$ cat src/rtl/branch_stack_if.sv
// branch_stack_if: dispatch allocation, branch resolution and recovery broadcast
// signals shared between the pipeline and the branch mask manager.
interface branch_stack_if #(parameter int NUM_BRANCHES = 4);
    typedef struct packed {
        logic                    valid;
        logic [NUM_BRANCHES-1:0] bmm;
        logic                    bm_mispred;
        logic                    actual_taken;
        logic [31:0]             target_PC;
    } branch_reg_packet_t;
    logic                    alloc_req;
    logic [31:0]             alloc_NPC;
    logic                    alloc_grant;
    logic [NUM_BRANCHES-1:0] alloc_bmm;
    logic [NUM_BRANCHES-1:0] active_mask;
    logic                    full;
    branch_reg_packet_t      branch_reg_result;
    logic                    resolve_valid;
    logic [NUM_BRANCHES-1:0] resolve_bmm;
    logic                    squash;
    logic [NUM_BRANCHES-1:0] squash_mask;
    logic [31:0]             redirect_PC;
    modport master (
        output alloc_req, alloc_NPC, branch_reg_result,
        input  alloc_grant, alloc_bmm, active_mask, full,
               resolve_valid, resolve_bmm, squash, squash_mask, redirect_PC
    );
    modport slave (
        input  alloc_req, alloc_NPC, branch_reg_result,
        output alloc_grant, alloc_bmm, active_mask, full,
               resolve_valid, resolve_bmm, squash, squash_mask, redirect_PC
    );
endinterface

$ cat src/rtl/branch_stack.sv
// branch_stack: one-hot branch mask allocator with per-slot fall-through NPC and
// older-branch tracking; frees slots on correct resolution, squashes on mispredict.
module branch_stack #(parameter int NUM_BRANCHES = 4) (
    input logic           clock,
    input logic           reset,
    branch_stack_if.slave bs
);
    localparam int N = NUM_BRANCHES;
    typedef enum logic {NORMAL, RECOVER} state_t;
    state_t         state;
    logic [N-1:0]   valid_q;
    logic [31:0]    npc [N];
    logic [N-1:0]   older [N];
    logic           hit, cor, mis;
    logic [N-1:0]   bmm, free, younger, sq_mask, clr;
    logic [31:0]    slot_npc;
    assign bmm  = bs.branch_reg_result.bmm;
    assign hit  = bs.branch_reg_result.valid && |(bmm & valid_q);
    assign cor  = hit && !bs.branch_reg_result.bm_mispred;
    assign mis  = hit && bs.branch_reg_result.bm_mispred;
    assign clr  = cor ? bmm : '0;
    assign free = ~valid_q;
    assign bs.alloc_grant = bs.alloc_req && state == NORMAL && !mis && |free;
    assign bs.alloc_bmm   = bs.alloc_grant ? free & (~free + N'(1)) : '0;
    assign bs.full        = &valid_q || state == RECOVER;
    assign bs.active_mask = valid_q;
    // Only live slots count as younger; squashed slots may hold stale older masks.
    always_comb begin
        younger  = '0;
        slot_npc = '0;
        for (int i = 0; i < N; i++) begin
            younger[i] = valid_q[i] && |(older[i] & bmm);
            slot_npc   = slot_npc | (bmm[i] ? npc[i] : '0);
        end
    end
    assign sq_mask = bmm | younger;
    always_ff @(posedge clock) begin
        if (reset) begin
            state            <= NORMAL;
            valid_q          <= '0;
            bs.resolve_valid <= 1'b0;
            bs.resolve_bmm   <= '0;
            bs.squash        <= 1'b0;
            bs.squash_mask   <= '0;
            bs.redirect_PC   <= '0;
            for (int i = 0; i < N; i++) begin
                npc[i]   <= '0;
                older[i] <= '0;
            end
        end else begin
            state   <= (state == NORMAL && mis) ? RECOVER : NORMAL;
            valid_q <= (valid_q & ~clr & ~(mis ? sq_mask : '0)) | bs.alloc_bmm;
            for (int i = 0; i < N; i++) begin
                older[i] <= bs.alloc_bmm[i] ? valid_q & ~clr : older[i] & ~clr;
                if (bs.alloc_bmm[i]) npc[i] <= bs.alloc_NPC;
            end
            bs.resolve_valid <= hit;
            bs.resolve_bmm   <= hit ? bmm : '0;
            bs.squash        <= mis;
            bs.squash_mask   <= mis ? sq_mask : '0;
            bs.redirect_PC   <= mis ? (bs.branch_reg_result.actual_taken ?
                                       bs.branch_reg_result.target_PC : slot_npc) : '0;
        end
    end
endmodule

$ cat src/flat_wrapper.sv
// flat-port wrapper written by rule: the top's interface ports become plain ports
module branch_stack_flat 
#(parameter int NUM_BRANCHES = 4)
  (clock, reset, bs_alloc_req, bs_alloc_NPC, bs_branch_reg_result, bs_alloc_grant, bs_alloc_bmm, bs_active_mask, bs_full, bs_resolve_valid, bs_resolve_bmm, bs_squash, bs_squash_mask, bs_redirect_PC);
  branch_stack_if #(.NUM_BRANCHES(NUM_BRANCHES)) bs_i ();
  input logic clock;
  input logic reset;
  input wire logic [$bits(bs_i.alloc_req)-1:0] bs_alloc_req;
  input wire logic [$bits(bs_i.alloc_NPC)-1:0] bs_alloc_NPC;
  input wire logic [$bits(bs_i.branch_reg_result)-1:0] bs_branch_reg_result;
  output wire logic [$bits(bs_i.alloc_grant)-1:0] bs_alloc_grant;
  output wire logic [$bits(bs_i.alloc_bmm)-1:0] bs_alloc_bmm;
  output wire logic [$bits(bs_i.active_mask)-1:0] bs_active_mask;
  output wire logic [$bits(bs_i.full)-1:0] bs_full;
  output wire logic [$bits(bs_i.resolve_valid)-1:0] bs_resolve_valid;
  output wire logic [$bits(bs_i.resolve_bmm)-1:0] bs_resolve_bmm;
  output wire logic [$bits(bs_i.squash)-1:0] bs_squash;
  output wire logic [$bits(bs_i.squash_mask)-1:0] bs_squash_mask;
  output wire logic [$bits(bs_i.redirect_PC)-1:0] bs_redirect_PC;
  assign bs_i.alloc_req = bs_alloc_req;
  assign bs_i.alloc_NPC = bs_alloc_NPC;
  assign bs_i.branch_reg_result = bs_branch_reg_result;
  assign bs_alloc_grant = bs_i.alloc_grant;
  assign bs_alloc_bmm = bs_i.alloc_bmm;
  assign bs_active_mask = bs_i.active_mask;
  assign bs_full = bs_i.full;
  assign bs_resolve_valid = bs_i.resolve_valid;
  assign bs_resolve_bmm = bs_i.resolve_bmm;
  assign bs_squash = bs_i.squash;
  assign bs_squash_mask = bs_i.squash_mask;
  assign bs_redirect_PC = bs_i.redirect_PC;
  branch_stack #(.NUM_BRANCHES(NUM_BRANCHES)) u_core (.clock(clock), .reset(reset), .bs(bs_i));
endmodule
$ cat config.mk
export PLATFORM = sky130hd
export DESIGN_NAME = branch_stack_flat
export DESIGN_NICKNAME = d
export VERILOG_FILES = /design/src/rtl/branch_stack_if.sv /design/src/rtl/branch_stack.sv /design/src/flat_wrapper.sv
export SDC_FILE = /design/constraint.sdc
export NUM_CORES = 1
export LEC_CHECK = 0
export BUFFER_PORTS_ARGS = -buffer_cell sky130_fd_sc_hd__buf_2
export CELL_PAD_IN_SITES_DETAIL_PLACEMENT = 0
export CELL_PAD_IN_SITES_GLOBAL_PLACEMENT = 1
export CORE_ASPECT_RATIO = 1.4
export CORE_MARGIN = 2
export CORE_UTILIZATION = 48
export CTS_CLUSTER_SIZE = 12
export DETAILED_ROUTE_END_ITERATION = 8
export GPL_TIMING_DRIVEN = 0
export PLACE_DENSITY_LB_ADDON = 0.05
export SYNTH_ARGS = -nofsm -noshare
export SYNTH_HDL_FRONTEND = slang
export SYNTH_SLANG_ARGS = --single-unit
export TNS_END_PERCENT = 10
$ cat constraint.sdc
create_clock -name clock -period 4.5 [get_ports clock]
set_clock_uncertainty 0.2 [all_clocks]
set_input_delay 0.45 -clock clock [delete_from_list [all_inputs] [get_ports clock]]
set_output_delay 0.45 -clock clock [all_outputs]
set_load 0.01 [all_outputs]
==> summary.md, run 1 <==
• Root Buffer Master: clkbuf_16
• global-route wire length before repair: 30,700 um
• fin nets: 876
• multiplexer area fraction after synthesis: 0.264%
• RSZ-0062 raised after global routing: no
• post-synth net total: 732
• Post-CTS Hold Buffers: 0
• CTS Buf Count: 17
• area of the die: 16,900 um2
• CTS tree: yes
• Routed WL: 20,000 um
• share of synthesized cell area in and, or, nand and nor gates: 13.6%
• number of buffer cells added on primary ports: 123
• cell depth of the worst hold path: 3
• post-placement setup slack: 1510 ps
• count of cell types in the netlist: 40
• count of endpoints failing setup in the final report: 0
• Clock Sink Count: 187
• H-Tree Level Count: 4
• Crit Path Class: flop to primary output
• final-layout setup total negative slack: 0 ps
• fraction of layout instances using a drive strength above 1: 23.8%
• largest family of logic cells by synthesized area: compound AO/OA/AOI/OAI gates
• grt total ovfl: 0
• endpoint type of the worst setup path: primary output
• Global Route Usage Sum: 24.6%
• Cell Rows: 54
• maximum fanout count along the critical path: 10
• length of the first detailed-routing pass in iterations: 7
• f_max: 343 MHz
• worst-skew pair later-pin latency: 430 ps
• leading post-synthesis cells by cell area: edfxtp_1 51%, dfxtp_1 16%, nor2_1 6.7%
• transition at the pin with the smallest max-transition slack: 925 ps
• number of antenna-violating nets in the routed design: 0
• hold violation total from the final report: 0
• Max rail drop VDD: 0.288 mV
• Boundary Pins: 126
• Post-Syn Instances: 658
• compound-cell area share of the yosys netlist: 15.5%
• relative area change from synthesis to final layout: 20.3%
• via count of the first global-routing pass: 5,544
• initial antenna violation count: 0
• outcome: completed
• signal arrival time at the worst endpoint: 2270 ps
• Data required, critical path: 3850 ps
• number of max-cap violations: 0
• P_leak: 0.00368 uW
• final slew viol count: 0
• cell area after synthesis: 7590 um2
• overall via count from detail_route: 5,604
• cell taking the most area after synthesis: edfxtp_1
• R2R cell count: 6
• post-route DRC violation count: 0
• startpoint of the worst hold path: bs_branch_reg_result[13]
• critical path startpoint category: flop
• maximum clock path buffer count: 2
• mean instance size in the synthesized netlist: 11.5 um2
• via-per-instance ratio: 5.54
• worst-case headroom to the max-slew limit: 38.1%
• die extent in y: 153 um
• ANT cells: 0
• maximum number of pins on one net before global-route repair: 33
• synthesis-stage register bit count: 187
• fin crit period: 2920 ps
• period utilisation layout: 64.9%
• post-synthesis xor/xnor area fraction: 0%
• Worst Setup SP: u_core.state
• Die Wd: 110 um
• Yosys warning total: 0
• area share of the largest cell type after synthesis: 50.6%
• clock-pin transition on the worst setup and hold timing paths: 70 ps
• final worst setup slack: 1580 ps
• routability congestion estimate from global placement: 0.866
• number of violations reported at the end of detailed-routing iteration 0: 388
• Reg2Reg Launch Point: u_core.bs.active_mask[2]
• area of the core region: 15,500 um2
• initial core utilization: 48.9%
• WL per Instance: 19.8 um
• post-synthesis sequential area ratio: 66.2%
• post-detailed-placement half-perimeter wirelength: 13,300 um
• fraction of the mapped netlist area in adder cells: 0%
• pwr dens: 420 nW/um2
• Resize count post-CTS: 0
• buffer count from post-CTS setup fixing: 0
• Worst Hold Class: primary input to flop
-- registers in the layout, indices dropped and copies added (netlist names) --
signal,cells
u_core.bs.active_mask,4
u_core.bs.redirect_PC,32
u_core.bs.resolve_bmm,4
u_core.bs.resolve_valid,1
u_core.bs.squash,1
u_core.bs.squash_mask,4
u_core.npc,128
u_core.older,12
u_core.state,1
-- cells in the mapped netlist (all sizes together) --
cell type  number
a211oi          2
nand3b          1
a22o            3
nor2b           3
nand4b          1
a22oi          66
o2111ai         2
mux2i           2
a21o            2
and2           37
dfxtp          59
clkbuf         19
a21boi          2
nor3            1
edfxtp        128
o21ba           2
o21ai          10
buf            30
nand2          41
inv            12
and3b           1
nand2b          3
a21oi          78
nand3           5
a222oi          4
o21a            6
nand4           2
nor2          135
and3            1
-- through the flow --
stage          hold slack [ps]  instances  util, %  instance area, um2  total power [uW]
3_3_place_gp               249        977     54.4                8460              2270
6_report                  51.5       1011     58.8                9130              3840
5_1_grt                   49.9       1011     58.8                9130              3970
2_1_floorplan              205        658        -                7590              2150
4_1_cts                   39.7       1011     58.8                9130              3850
3_5_place_dp               252        979     54.8                8510              2280
-- cell type report --
type	instances	area (um2)
inverters	12	45.0
multi-input cells	410	2240
clock inverters	12	184
flip-flops and latches	187	5020
clock buffers	20	437
fillers	1381	6410
well taps	196	245
plain buffers	49	297
repair buffers	125	663
-- cell usage in the layout (no fill, tap or decap), types with 2 or more instances in the layout --
cell type,count
a21oi_1,78
nand2b_1,3
a222oi_1,4
nor2b_1,3
inv_2,3
clkbuf_1,22
o21ai_0,9
inv_1,9
nand3_1,5
nor2_1,135
a22o_1,2
edfxtp_1,128
a21o_1,2
o21ba_2,2
clkbuf_16,17
nand2_1,36
inv_6,4
o2111ai_1,2
o21a_1,6
a22oi_1,64
buf_2,132
and2_1,37
buf_6,13
dfxtp_1,59
mux2i_1,2
bufinv_16,4
a22oi_2,2
nand2_2,5
buf_1,7
-- kinds of logic (layout without fill, tap and decap cells) --
family | Yosys count | after routing
buffers and inverters | 61 | 218
DFF | 187 | 187
and+or+nand+nor | 231 | 231
muxes | 2 | 2
AOI/OAI and AO/OA | 177 | 177
-- critical path, cell delays in order, from the launching register on --
cell and delay [ps]:
dfxtp_1 330, nor2b_1 110, clkbuf_1 400, nor2b_1 320, nand2_2 210, buf_2 270, inv_1 70, buf_2 120
-- path summary, 6_finish.rpt --
| path | endpoint | slack (ps) |
|---|---|---|
| setup / recovery | bs_alloc_bmm[0] | 1580 |
| hold / removal | u_core.bs.redirect_PC[13] | 50 |
| hold reg to reg | u_core.state | 260 |
| setup reg to reg | u_core.npc[3][31] | 1680 |
-- report_power, final --
| group | internal, uW | switching, uW | leakage, uW |
|---|---|---|---|
| registers | 1910 | 22.8 | 0.00182 |
| logic | 107 | 204 | 0.00156 |
| clock network | 940 | 653 | 0.000303 |
-- per-layer routing --
metal,vias to the layer above,track usage [%],routed length (um)
met3,35,4.73,1140
met4,0,8.15,471
met2,201,40.4,10200
met5,-,0,0
li1,2638,-,-
met1,2730,32.7,8260
No activity file was read; power rests on OpenSTA's default activity.
==> inputs of run 2 (changes only) <==
--- a/config.mk
+++ b/config.mk
@@ -10,7 +10,7 @@
 export CELL_PAD_IN_SITES_GLOBAL_PLACEMENT = 1
 export CORE_ASPECT_RATIO = 1.4
 export CORE_MARGIN = 2
-export CORE_UTILIZATION = 48
+export CORE_UTILIZATION = 40
 export CTS_CLUSTER_SIZE = 12
 export DETAILED_ROUTE_END_ITERATION = 8
 export GPL_TIMING_DRIVEN = 0
==> constraint.sdc (replaced) <==
create_clock -name clock -period 2.35 [get_ports clock]
set_clock_uncertainty 0.2 [all_clocks]
set_input_delay 0.235 -clock clock [delete_from_list [all_inputs] [get_ports clock]]
set_output_delay 0.235 -clock clock [all_outputs]
set_load 0.01 [all_outputs]
==> run 2 against run 1 <==
  * Non-clock buffer count grew 77
  * Sequential share of layout area shrank 4.7 points
  * Sequential cell count is the same
  * Global-route usage shrank 3.2 points
  * Via count grew 5.5%
  * Sequential power grew 91%
  * Combinational power grew 120%
  * Clock power grew 79%
  * Register-to-register slack lost 1600 ps
  * Worst hold slack gained 23 ps
  * Worst setup slack lost 1500 ps
==> summary.md, run 2 (synthesis gave the netlist of run 1 again) <==
• Worst Hold Class: primary input to flop
• end point of the worst hold path: u_core.older[0][2]
• die extent in y: 167 um, +9.3%
• final worst setup slack: 56.8 ps, -1520 ps
• post-route DRC violation count: 0, unchanged
• count of endpoints failing setup in the final report: 0, unchanged
• global-route wire length before repair: 32,600 um, +6.1%
• transition at the pin with the smallest max-transition slack: 1210 ps, +283 ps
• Crit Path Class: flop to primary output
• via count of the first global-routing pass: 5,919, +6.8%
• most used cells in the layout excluding fill and tap cells: 135 x nor2_1, 129 x buf_2, 128 x edfxtp_1
• number of buffer cells added on primary ports: 123, unchanged
• Reg2Reg Launch Point: u_core.bs.active_mask[1]
• area of the core region: 18,600 um2, +20%
• most common cell after layout, fill and taps aside: nor2_1
• Boundary Pins: 126, unchanged
• final slew viol count: 0, unchanged
• hold violation total from the final report: 0, unchanged
• dominant delay contributor by cell family on the critical path: compound AO/OA/AOI/OAI gates
• ANT cells: 0, unchanged
• CTS Buf Count: 17, unchanged
• fin nets: 954, +8.9%
• Cell Rows: 59, +9.3%
• cell seen most often among critical-path stages: buf_6
• area of the die: 20,100 um2, +19%
• grt total ovfl: 0, unchanged
• post-placement setup slack: -528 ps, -2040 ps
• Root Buffer Master: clkbuf_16
• largest register by flop count: u_core.npc
• CTS tree: yes
• length of the first detailed-routing pass in iterations: 5, -2
• top flop regs: u_core.npc (128), u_core.bs.redirect_PC (32), u_core.older (12)
• maximum fanout count along the critical path: 11, +1
• initial core utilization: 40.8%, -8.0 points
• buffering stage count on the worst path with inverters included: 4, unchanged
• maximum clock path buffer count: 2, unchanged
• relative area change from synthesis to final layout: 31.8%
• clock-pin transition on the worst setup and hold timing paths: 70 ps, about the same
• worst-case headroom to the max-slew limit: 19.5%, -19 points
• WL per Instance: 18.8 um, -5.1%
• startpoint of the worst hold path: reset
• overall via count from detail_route: 5,914, +5.5%
• cell depth of the worst hold path: 3, unchanged
• initial antenna violation count: 0, unchanged
• Routed WL: 21,400 um, +6.7%
• period utilisation layout: 97.6%
• number of flip-flops under the largest register name: 128, unchanged
• outcome: completed
• H-Tree Level Count: 4, unchanged
• Global Route Usage Sum: 21.5%, -3.2 points
• worst-skew pair later-pin latency: 420 ps, about the same
• number of antenna-violating nets in the routed design: 0, unchanged
• pwr dens: 723 nW/um2, +72%
• maximum number of pins on one net before global-route repair: 33, unchanged
• minimum setup slack among reg-to-reg paths: 70 ps, -1610 ps
• Max rail drop VDD: 0.501 mV, +74%
• R2R cell count: 7, +1
• signal arrival time at the worst endpoint: 1860 ps, -410 ps
• highest cell delay on the worst timing path: 390 ps, about the same
• P_leak: 0.00404 uW, +9.6%
• Clock Sink Count: 187, unchanged
• fraction of layout instances using a drive strength above 1: 24.1%, +0.27 points
• critical path startpoint category: flop
• Slowest cell on crit path: dfxtp_4
• final-layout setup total negative slack: 0 ps, unchanged
• post-detailed-placement half-perimeter wirelength: 13,600 um, +2.2%
• number of violations reported at the end of detailed-routing iteration 0: 340, -12%
• critical path cell sequence: a22o_4 -> o21ai_4 -> buf_6 -> nand2b_4 -> buf_6 -> inv_6 -> buf_6
• endpoint type of the worst setup path: primary output
• Data required, critical path: 1910 ps, -1940 ps
• f_max: 436 MHz
• Die Wd: 120 um, +9.2%
• number of max-cap violations: 0, unchanged
• via-per-instance ratio: 5.20, -6.2%
• core occupancy in the finished layout: 53.8%, -4.9 points
• routability congestion estimate from global placement: 0.823, -4.9%
• fin crit period: 2290 ps
• Crit Reg-Reg Endpoint: u_core.npc[3][3]
## run 2: worst max path at each step
stage / endpoint / cells past startpoint / startpoint / slack (ps)
after detailed placement: u_core.npc[3][16] / 6 / u_core.bs.active_mask[2] / -530
after floorplan: u_core.npc[3][0] / 6 / u_core.bs.active_mask[2] / -280
after global placement: u_core.npc[0][6] / 6 / u_core.state / -1140
final: bs_alloc_bmm[2] / 7 / u_core.bs.active_mask[1] / 60
after CTS: u_core.npc[3][11] / 8 / u_core.bs.active_mask[1] / -90
after global routing: bs_alloc_bmm[2] / 7 / u_core.bs.active_mask[1] / -7
## run 2: where the power goes
part           internal (uW)  switching (uW)
registers               3660            45.0
clock network           1610            1230
logic                    284             411
## run 2: repair_timing
item | 4_1_cts | 5_1_grt
pin swaps | 2 | 3
setup endpoints to repair | 117 | 57
cloned | 0 | 1
hold endpoints to repair | 160 | 0
buffers inserted | 6 | 7
hold buffers | 67 | 0
gates resized for setup | 13 | 14
## run 2: metrics by stage
stage,hold slack [ps],cell area (um2),instances,power (uW)
2_1_floorplan,175,7600,658,4110
3_3_place_gp,251,8520,1025,4360
5_1_grt,83.7,10000,1137,7490
3_5_place_dp,255,8570,1027,4380
6_report,74.6,10000,1137,7240
4_1_cts,50.7,9920,1131,7290
## run 2: final cells by class
class                   instances  area [um2]
fillers                      1701        8590
flip-flops and latches        187        5030
multi-input cells             411        2320
repair buffers                205        1440
clock buffers                  23         499
well taps                     244         305
plain buffers                  46         278
clock inverters                 9        83.8
inverters                      12        52.6
## run 2: routing by layer
metal | share of wire [%] | vias up | track usage [%]
li1 | - | 2799 | -
met1 | 43 | 2891 | 27.0
met2 | 51 | 200 | 37.4
met3 | 4.7 | 24 | 3.60
met4 | 2.0 | 0 | 6.98
met5 | 0 | - | 0
## run 2: worst register-to-register path, stage by stage, from the launching register on
cell     delay (ps)
dfxtp_4         390
a22o_4          280
o21ai_4         260
buf_6           170
nand4_4         130
buf_4           190
buf_6           170
nand2_8         180
==> inputs of run 3 (changes only) <==
--- a/config.mk
+++ b/config.mk
@@ -14,6 +14,7 @@
 export CTS_CLUSTER_SIZE = 12
 export DETAILED_ROUTE_END_ITERATION = 8
 export GPL_TIMING_DRIVEN = 0
+export MAX_ROUTING_LAYER = met4
 export PLACE_DENSITY_LB_ADDON = 0.05
 export SYNTH_ARGS = -nofsm -noshare
 export SYNTH_HDL_FRONTEND = slang
==> run 3 against run 2 <==
  * Sequential cell count unchanged
  * Highest routed layer unchanged
  * Register-to-register slack about the same
  * Largest power group unchanged
  * Clock-buffer cell count decreased by 2
  * Worst hold slack got worse by 36 ps
  * Critical endpoint unchanged
  * Non-clock buffer count decreased by 7
  * Sequential power barely moved
==> summary.md, run 3 (synthesis gave the netlist of run 1 again) <==
• via-per-instance ratio: 5.18, -0.42%
• pwr dens: 733 nW/um2, +1.4%
• area of the core region: 18,600 um2, unchanged
• routability congestion estimate from global placement: 0.841, +2.1%
• Worst Hold Class: primary input to flop
• Global Route Usage Sum: 22.5%, +1.0 points
• cell seen most often among critical-path stages: buf_6
• Crit Reg-Reg Endpoint: u_core.npc[3][4]
• worst-case headroom to the max-slew limit: 29.9%, +10 points
• post-route DRC violation count: 0, unchanged
• count of endpoints failing setup in the final report: 0, unchanged
• top flop regs: u_core.npc (128), u_core.bs.redirect_PC (32), u_core.older (12)
• Routed WL: 21,600 um, +1.1%
• cell count after placement: 1,027, unchanged
• number of antenna-violating nets in the routed design: 0, unchanged
• P_leak: 0.00401 uW, -0.73%
• CTS tree: yes
• filler cell count in the final layout: 1,720, +1.1%
• startpoint of the worst hold path: reset
• outcome: completed
• Root Buffer Master: clkbuf_16
• most used cells in the layout excluding fill and tap cells: 135 x nor2_1, 131 x buf_2, 128 x edfxtp_1
• worst-skew pair later-pin latency: 420 ps, about the same
• CTS Buf Count: 17, unchanged
• minimum setup slack among reg-to-reg paths: 80 ps, about the same
• cell depth of the worst hold path: 3, unchanged
• endpoint type of the worst setup path: primary output
• end point of the worst hold path: u_core.older[0][14]
• largest register by flop count: u_core.npc
• transition at the pin with the smallest max-transition slack: 1050 ps, -156 ps
• critical path cell sequence: buf_6 -> a22o_4 -> o21ai_4 -> buf_12 -> nand2b_1 -> buf_6 -> inv_4 -> buf_6
• number of violations reported at the end of detailed-routing iteration 0: 390, +15%
• final slew viol count: 0, unchanged
• clock-pin transition on the worst setup and hold timing paths: 70 ps, about the same
• overall via count from detail_route: 5,848, -1.1%
• fraction of layout instances using a drive strength above 1: 23.3%, -0.80 points
• via count of the first global-routing pass: 6,098, +3.0%
• grt total ovfl: 0, unchanged
• ANT cells: 0, unchanged
• relative area change from synthesis to final layout: 31.4%
• R2R cell count: 8, +1
• area of the die: 20,100 um2, unchanged
• number of flip-flops under the largest register name: 128, unchanged
• Cell Rows: 59, unchanged
• Layout Cells excl Fill: 1,129, -0.70%
• fin nets: 946, -0.84%
• global-route wire length before repair: 33,400 um, +2.5%
• WL per Instance: 19.1 um, +1.8%
• Die Wd: 120 um, unchanged
• period utilisation layout: 97.4%, -0.17 points
• hold violation total from the final report: 0, unchanged
• Slowest cell on crit path: dfxtp_2
• H-Tree Level Count: 4, unchanged
• critical path startpoint category: flop
• length of the first detailed-routing pass in iterations: 6, +1
• number of buffer cells added on primary ports: 123, unchanged
• Max rail drop VDD: 0.496 mV, -0.88%
• initial antenna violation count: 0, unchanged
• post-detailed-placement half-perimeter wirelength: 13,900 um, +2.7%
• maximum number of pins on one net before global-route repair: 33, unchanged
• Clock Sink Count: 187, unchanged
• sum of internal, switching and leakage power: 7320 uW, +1.1%
• fin crit period: 2290 ps, -4.06 ps
• Reg2Reg Launch Point: u_core.bs.active_mask[2]
• maximum clock path buffer count: 2, unchanged
• Boundary Pins: 126, unchanged
• number of max-cap violations: 0, unchanged
• signal arrival time at the worst endpoint: 1850 ps, about the same
• dominant delay contributor by cell family on the critical path: buffers and inverters
• die extent in y: 167 um, unchanged
• buffering stage count on the worst path with inverters included: 5, +1
• Data required, critical path: 1910 ps, about the same
• f_max: 437 MHz, +0.18%
• most common cell after layout, fill and taps aside: nor2_1
• Crit Path Class: flop to primary output
• highest cell delay on the worst timing path: 320 ps, -70 ps
• maximum fanout count along the critical path: 9, -2
• initial core utilization: 40.8%, unchanged
-- run 3: cell types whose count changed in the layout (fill, tap and decap cells not counted), moves of 2 or more --
cell,before,now
buf_16,0,2
buf_2,129,131
buf_4,11,3
dfxtp_1,56,58
dfxtp_4,2,0
-- run 3: worst min-delay path: cells and delay by family --
kind / cells / cell delay [ps]
buf+inv: 1 / 210
compound gates: 2 / 170
-- run 3: layout make-up --
cell class / count / area (um2) / share of cell area, %
Clock buffer: 21 / 460 / 4.61
Sequential cell: 187 / 5030 / 50.4
Timing Repair Buffer: 196 / 1400 / 14.0
Inverter: 12 / 47.5 / 0.476
Tap cell: 244 / 305 / 3.06
Multi-Input combinational cell: 410 / 2310 / 23.1
Clock inverter: 11 / 135 / 1.35
Buffer: 48 / 298 / 2.98
-- run 3: worst max-delay path by stage --
stage | startpoint | endpoint | slack, ps | depth (start not counted)
CTS | u_core.bs.active_mask[1] | bs_alloc_bmm[1] | -70 | 6
global route | u_core.bs.active_mask[2] | bs_alloc_bmm[2] | -6 | 8
finish | u_core.bs.active_mask[2] | bs_alloc_bmm[2] | 60 | 8
detailed placement | u_core.bs.active_mask[2] | u_core.npc[3][7] | -510 | 6
global placement | u_core.bs.active_mask[0] | u_core.npc[0][6] | -1200 | 5
floorplan | u_core.bs.active_mask[2] | u_core.npc[3][0] | -280 | 6
-- run 3: metrics by stage --
| stage | setup TNS (ps) | hold slack [ps] | util (%) | instance area (um2) | worst slack (ps) |
|---|---|---|---|---|---|
| floorplan | -19530 | 175 | - | 7600 | -282 |
| global placement | -115060 | 249 | 45.8 | 8520 | -1200 |
| detailed placement | -44290 | 254 | 46.1 | 8580 | -509 |
| CTS | -91.1 | 20.2 | 53.4 | 9940 | -66.4 |
| global route | -11.3 | 60.7 | 53.7 | 9980 | -6.32 |
| finish | 0 | 38.8 | 53.7 | 9980 | 60.9 |
-- run 3: what timing repair did --
| action | CTS | global route |
|---|---|---|
| endpoints found under the setup margin | 120 | 70 |
| setup buffers | 3 | 2 |
| resized for setup | 14 | 4 |
| hold buffers | 66 | 0 |
| endpoints found under the hold margin | 156 | 0 |
| pin swaps | 2 | 1 |
-- run 3: layer usage --
metal / vias up / track usage, % / wire [um]
met5: - / - / 0
met4: 0 / 5.61 / 282
met3: 19 / 3.29 / 978
met2: 174 / 38.4 / 11000
met1: 2863 / 28.1 / 9310
li1: 2792 / - / -
-- run 3: power breakdown --
| group | leakage [uW] | internal [uW] | switching, uW |
|---|---|---|---|
| registers | 0.00182 | 3660 | 42.6 |
| clock network | 0.000286 | 1640 | 1260 |
| logic | 0.00190 | 289 | 419 |
